## src/rtl/task_map_pkg.sv

```systemverilog
// Shared types for the task-graph link: edge-weight word, streamer FSM states,
// and the default graph size used by both streamer and mapper.
package task_map_pkg;

  localparam int unsigned TM_NUM_V = 4;
  localparam int unsigned TM_W     = 32;

  typedef logic [TM_W-1:0] weight_t;

  typedef enum logic [1:0] {
    IDLE,
    SEND,
    GAP,
    DONE
  } stream_state_e;

endpackage

```

## src/rtl/task_graph_ram.sv

```systemverilog
// Adjacency-matrix store: one synchronous write port, one asynchronous read port.
// Contents are deliberately not reset so a loaded graph survives a link reset.
module task_graph_ram #(
  parameter int unsigned DEPTH = 16,
  parameter int unsigned W     = 32,
  parameter int unsigned AW    = 4
) (
  input  logic          clk_i,
  input  logic          we_i,
  input  logic [AW-1:0] waddr_i,
  input  logic [W-1:0]  wdata_i,
  input  logic [AW-1:0] raddr_i,
  output logic [W-1:0]  rdata_o
);

  logic [W-1:0] mem_q [DEPTH];

  always_ff @(posedge clk_i) begin
    if (we_i) begin
      mem_q[waddr_i] <= wdata_i;
    end
  end

  assign rdata_o = mem_q[raddr_i];

endmodule

```

## src/rtl/task_graph_streamer.sv

```systemverilog
// Transmit side of the task-graph link: serialises the adjacency matrix row-major,
// one word per valid/ready transfer, with launches spaced by GAP_CYCLES.
module task_graph_streamer
  import task_map_pkg::*;
#(
  parameter int unsigned NUM_V      = TM_NUM_V,
  parameter int unsigned W          = TM_W,
  parameter int unsigned GAP_CYCLES = 2,
  localparam int unsigned RW        = (NUM_V > 1) ? $clog2(NUM_V) : 1
) (
  input  logic          clk,
  input  logic          rst_b,
  input  logic          wr_en,
  input  logic [RW-1:0] wr_row,
  input  logic [RW-1:0] wr_col,
  input  logic [W-1:0]  wr_data,
  input  logic          start,
  output logic          busy,
  output logic          done,
  output logic [W-1:0]  task_array,
  output logic          task_valid,
  output logic          root_task,
  input  logic          task_ready
);

  localparam int unsigned DEPTH = NUM_V * NUM_V;
  localparam int unsigned AW    = (DEPTH > 1) ? $clog2(DEPTH) : 1;
  localparam int unsigned GW    = (GAP_CYCLES > 1) ? $clog2(GAP_CYCLES + 1) : 1;
  localparam logic [AW-1:0] LAST_IDX = AW'(DEPTH - 1);
  localparam logic [GW-1:0] GAP_LOAD = GW'(GAP_CYCLES - 1);

  stream_state_e state_q, state_d;
  logic [AW-1:0] idx_q, idx_d;
  logic [GW-1:0] gap_q, gap_d;

  logic          we;
  logic [AW-1:0] waddr;
  logic [W-1:0]  rdata;

  // Writes only land while idle so the matrix stays frozen for the whole stream.
  assign we    = wr_en && (state_q == IDLE) &&
                 (32'(wr_row) < NUM_V) && (32'(wr_col) < NUM_V);
  assign waddr = AW'(32'(wr_row) * NUM_V + 32'(wr_col));

  task_graph_ram #(
    .DEPTH (DEPTH),
    .W     (W),
    .AW    (AW)
  ) u_ram (
    .clk_i   (clk),
    .we_i    (we),
    .waddr_i (waddr),
    .wdata_i (wr_data),
    .raddr_i (idx_q),
    .rdata_o (rdata)
  );

  always_ff @(posedge clk) begin
    if (!rst_b) begin
      state_q <= IDLE;
      idx_q   <= '0;
      gap_q   <= '0;
    end else begin
      state_q <= state_d;
      idx_q   <= idx_d;
      gap_q   <= gap_d;
    end
  end

  always_comb begin
    state_d = state_q;
    idx_d   = idx_q;
    gap_d   = gap_q;
    unique case (state_q)
      IDLE: begin
        if (start) begin
          state_d = SEND;
          idx_d   = '0;
        end
      end
      SEND: begin
        if (task_ready) begin
          if (idx_q == LAST_IDX) begin
            state_d = DONE;
          end else begin
            idx_d = idx_q + 1'b1;
            if (GAP_CYCLES > 1) begin
              state_d = GAP;
              gap_d   = GAP_LOAD;
            end
          end
        end
      end
      GAP: begin
        gap_d = gap_q - 1'b1;
        if (gap_q <= GW'(1)) begin
          state_d = SEND;
        end
      end
      DONE: begin
        state_d = IDLE;
      end
      default: begin
        state_d = IDLE;
      end
    endcase
  end

  // Outputs decode straight from registered state; the word is held because idx_q only moves on a transfer.
  always_comb begin
    task_valid = (state_q == SEND);
    task_array = task_valid ? rdata : '0;
    root_task  = task_valid && (idx_q == '0);
    busy       = (state_q != IDLE);
    done       = (state_q == DONE);
  end

endmodule
```

## config.mk

```make
export PLATFORM = sky130hd
export DESIGN_NAME = task_graph_streamer
export DESIGN_NICKNAME = d
export VERILOG_FILES = /design/src/rtl/task_map_pkg.sv /design/src/rtl/task_graph_ram.sv /design/src/rtl/task_graph_streamer.sv
export SDC_FILE = /design/constraint.sdc
export NUM_CORES = 1
export LEC_CHECK = 0
export CAP_MARGIN = 20
export CORE_MARGIN = 5
export CORE_UTILIZATION = 61
export CTS_CLUSTER_SIZE = 20
export DETAILED_ROUTE_END_ITERATION = 10
export PLACE_DENSITY = 0.8
export SLEW_MARGIN = 30
export SYNTH_ARGS = -nofsm -noshare
export SYNTH_HDL_FRONTEND = slang
export SYNTH_SLANG_ARGS = --single-unit
```

## constraint.sdc

```tcl
create_clock -name clk -period 5.2 [get_ports clk]
set_input_delay 1.3 -clock clk [delete_from_list [all_inputs] [get_ports clk]]
set_output_delay 1.3 -clock clk [all_outputs]
set_load 0.005 [all_outputs]
```

### Word level (Yosys, flattened, before mapping)

Memory sizes are Yosys's and may differ from the RTL's. A register that Yosys moved wholly into a read port is not among the register bits.
Cells that the tools add are included.

* register bits: 8
* bits in writable memories: 512
* input bits: 41
* output and inout port bits: 36
* logic and storage cells: 43
* memories: 1

* $add $sub $neg: 3
* magnitude comparators: 1
* eq/ne operators: 8
* mux-type cells: 17
* reductions and logical operators: 10

Memories
* u_ram.mem_q: depth 16, width 32, read ports 1, clocked after memory_dff 1, wr ports 1, line task_graph_ram.sv:16 `logic [W-1:0] mem_q [DEPTH];`

Operators by type and width (number)
* $mux 32: 1
* $mux 4: 5
* $mux 2: 5
* $pmux 2 s4: 1
* $pmux 4 s2: 1
* $ne 2x2->1 const B: 3
* $reduce_and 3->1: 2
* $reduce_bool 2->1: 3
* $add 4x1->4 const B: 1
* $add 4x2->4: 1
* $eq 2x2->1 const B: 2
* $eq 4x4->1 const B: 1
* $logic_not 4->1: 1
* $pmux 2 s2: 1
* $reduce_and 4->1: 1
* $mux 1: 3
* $eq 2x1->1 const B: 1
* $le 2x1->1 const B: 1
* $logic_and 1x1->1: 2
* $logic_not 2->1: 1
* $ne 2x1->1 const B: 1
* $sub 2x1->2 const B: 1

### Depth between registers and ports, before layout

* depth in word-level cells: 6
* gate-level depth with buffers: 8
* mapped depth without buffers: 5

### Cells and area by module

Synthesis repeated with hierarchy kept, for this count alone.

* cells, all modules: 906
* area total of the unflattened synthesis: 19926.6 um^2

Modules (own cells, without submodules)
* task_graph_ram: instances 1, cells an instance 806, area an instance 19194.7 um^2, seq. area each 15374.7 um^2
* task_graph_streamer: instances 1, cells an instance 100, area an instance 732.0 um^2, seq. area each 160.2 um^2

### Worst setup path before layout

Ideal clock, no wire load.

* path type: input -> register
* from: input wr_en
* to: memory u_ram.mem_q[2][0], enable pin
* setup time: 461 ps
* data arrival time: 4056 ps
* data required time: 4739 ps
* slack: 683 ps
* cell stages on the path: 4
* path buffers: 0
* path through: or3b_1 -> nor2_1 -> nand2_1 -> nor3_1

* cells in the longest elaborated chain, start to end: 3

RTL lines
* start: declaration: line task_graph_streamer.sv:13 `input logic wr_en,`
* $logic_and 1x1->1: line task_graph_streamer.sv:41 `assign we = wr_en && (state_q == IDLE) &&`
* $mux 1: line task_graph_ram.sv:19 `if (we_i) begin`
* $mux 1 (implied by the code): line task_graph_ram.sv:20 `mem_q[waddr_i] <= wdata_i;`
* end: declaration: line task_graph_ram.sv:16

Every way passes these cells.

==> reports/results.txt <==
Status: finished clean
Antenna violations before repair: 1
Setup slack after layout: 0.557 ns
Number of DRC markers in iteration 0: 1,077
Unrepaired setup endpoints after global routing: no
Final setup viols: 0
CTS tree: built
CTS sink cnt: 524
Total die area: 37,500 µm²
Vias per inst: 6.37
Post-Place Setup Slack: 1.10 ns
Post-synth EDFFs: 512
Slowest-stage cell, CP: nor2_4
Netlist cell types: 42
Wirelength per Cell: 26.1 µm
Reg clk slew, reported paths: 0.06 ns
Synth Instances: 1,098
Pwr Density: 356 nW/µm²
CP peak stage delay: 0.74 ns
# DRC: 0
Register area: 15,600 µm²
Startpoint Class: flop
Final Wtd Congestion: 0.771
Clock Tree Root: clkbuf_16
Die width: 194 µm
H-Tree Level Count: 2
Area growth from synthesis to layout: 14.4%
Routed vias: 10,800
Worst path cell trace: nor2_4 > buf_4 > buf_4 > a22oi_1 > nand3_1 > o31ai_2 > clkdlybuf4s50_1
Postcts setup bufs: 0
Worst endpoint data arrival time: 3.34 ns
Filler Cells Inserted: 1,984
Initial cell density of the core: 61.5%
Fin crit period: 4.64 ns
Async SR Flop Fraction: 0%
# resized after CTS: 0
Syn_area_per_cell: 18.7 µm²
Synth Flop Type: edfxtp_1
Bufs and invs on worst path: 3
Pleak: 7.24 nW
Post-synth top area cell: edfxtp_1
Drt pass-1 iters: 5
Hold buffer count at cts: 0
# nets final: 1,257
Final Cycle Share: 89.3%
First-pass GRT wire length: 67,200 µm
Top-count cell post-synth: edfxtp_1
Number of synthesized register bits: 524
DP HPWL: 25,000 µm
Setup CP Type: reg2out
I/O pin total: 77
Grt ovf: 0
Post-DP Area: 22,100 µm²
Min-Delay Path Class: reg2reg
Fin Setup TNS: 0 ns
Worst-Margin Slew: 0.921 ns
Final Cell Area: 23,500 µm²
Ant. Diodes: 0
Fin. max-slew vios: 0
Fmax: 0.215 GHz
Site row count: 67
Fin. Hold Viols: 0
Synthesized area: 20,600 µm²
Remaining antenna violation count: 0
Crit. End Element: output port
Required @ worst endpoint: 3.90 ns
Core Area: 33,400 µm²
Critical Path Fanout Max: 28
Register area share after synthesis: 75.9%
Final wirelength: 44,300 µm
Clk_skew: 0.0222 ns
Die Y-Extent: 194 µm
Post-synth top cells: edfxtp_1, mux2i_1, a22oi_1
Family with the most delay on the worst path: buffers and inverters
Pin count of the biggest net entering global routing: 56
Rel. slew slack: 38.5%
Most common cell on crit path: buf_4
Share of layout cells above drive strength 1: 14.7%
Worst vdd ir: 0.266 mV
Vias in the first global route: 11,300
Port Buf Inserts: 76
WHS: 0.559 ns
Synthesized Nets: 1,142
Skew-Pair Late Insertion Delay: 0.56 ns
Clock buffer depth: 3
Multi-input gate area: 4640 µm²
Max_cap viols: 0
Synth top area share: 74.8%
Synthesis Warnings: 0
Top cells by area, synth: edfxtp_1, mux2i_1, mux4_2
CTS buffer count: 49
GRT Util Overall: 23.3%
Final Util: 70.3%
-- sequential cells by signal, indices dropped and copies added, names as in the netlist, named ones only --
name,flops
idx_q,4
u_ram.mem_q,512
state_q,2
gap_q,2
-- routing by layer --
layer  track usage (%)  vias to the layer above  wire (µm)
li1                  -                     4684          -
met1              32.5                     5486      17400
met2              38.3                      535      21800
met3              4.19                      103       3700
met4              7.50                        2       1320
met5                 0                        -         13
-- power breakdown --
part	internal, mW	switching [mW]	leakage (nW)	total, mW
clock network	1.79	1.47	0.726	3.26
logic	0.176	0.233	1.80	0.409
registers	4.68	0.0213	4.72	4.70
total	6.65	1.73	7.24	8.38
-- cell families after synthesis --
family | Yosys count | share of synthesized area (%)
DFF | 524 | 75.9
and+or+nand+nor | 117 | 2.93
AOI/OAI and AO/OA | 153 | 5.88
buffers and inverters | 70 | 2.21
muxes | 231 | 12.9
adders and majority gates | 3 | 0.183
-- cell type report --
type,instances,area share (%)
Clock inverter,29,0.835
Sequential cell,524,66.4
Multi-Input combinational cell,504,19.7
Inverter,7,0.112
Timing Repair Buffer,127,5.18
Tap cell,448,2.38
Clock buffer,59,5.37
-- worst paths after layout --
check / startpoint / endpoint / slack, ns / cells past startpoint
max reg2reg: state_q[1]$_SDFFE_PN0P_ / u_ram.mem_q[4][26]$_DFFE_PP_ / 2.51 / 4
min reg2reg: idx_q[1]$_SDFFE_PN0P_ / idx_q[1]$_SDFFE_PN0P_ / 0.56 / 2
max: flop / task_array[21] / 0.56 / 7
min: idx_q[1]$_SDFFE_PN0P_ / idx_q[1]$_SDFFE_PN0P_ / 0.56 / 2
-- cell usage in the layout (no fill, tap or decap), types with 3 or more instances in the layout --
cell	instances
mux4_2	27
inv_1	7
o31ai_2	12
buf_12	6
clkbuf_16	49
nor3_2	3
o21ai_1	9
ha_1	3
dfxtp_1	10
nand3_1	30
edfxtp_1	512
clkinv_1	9
clkbuf_1	10
nand2_1	16
a22oi_1	79
a22o_1	23
clkdlybuf4s50_1	76
o22ai_1	4
o211ai_1	4
clkinv_2	13
o31ai_1	11
nor2_4	13
and2_1	3
mux2i_1	204
nor2_1	9
nor2b_1	24
nand2b_1	3
buf_4	45
nor3_1	3
-- tightest hold or removal path, stage by stage (launching register included) --
cell     delay [ns]
dfxtp_1        0.33
inv_1          0.09
o22ai_1        0.09
-- stage by stage --
stage	cells	power, mW
after floorplan	1098	5.01
after global placement	1610	5.19
after detailed placement	1610	5.20
after CTS	1698	8.41
after global routing	1698	8.63
final	1698	8.38
Note: power is estimated with default switching activity, not from simulation.
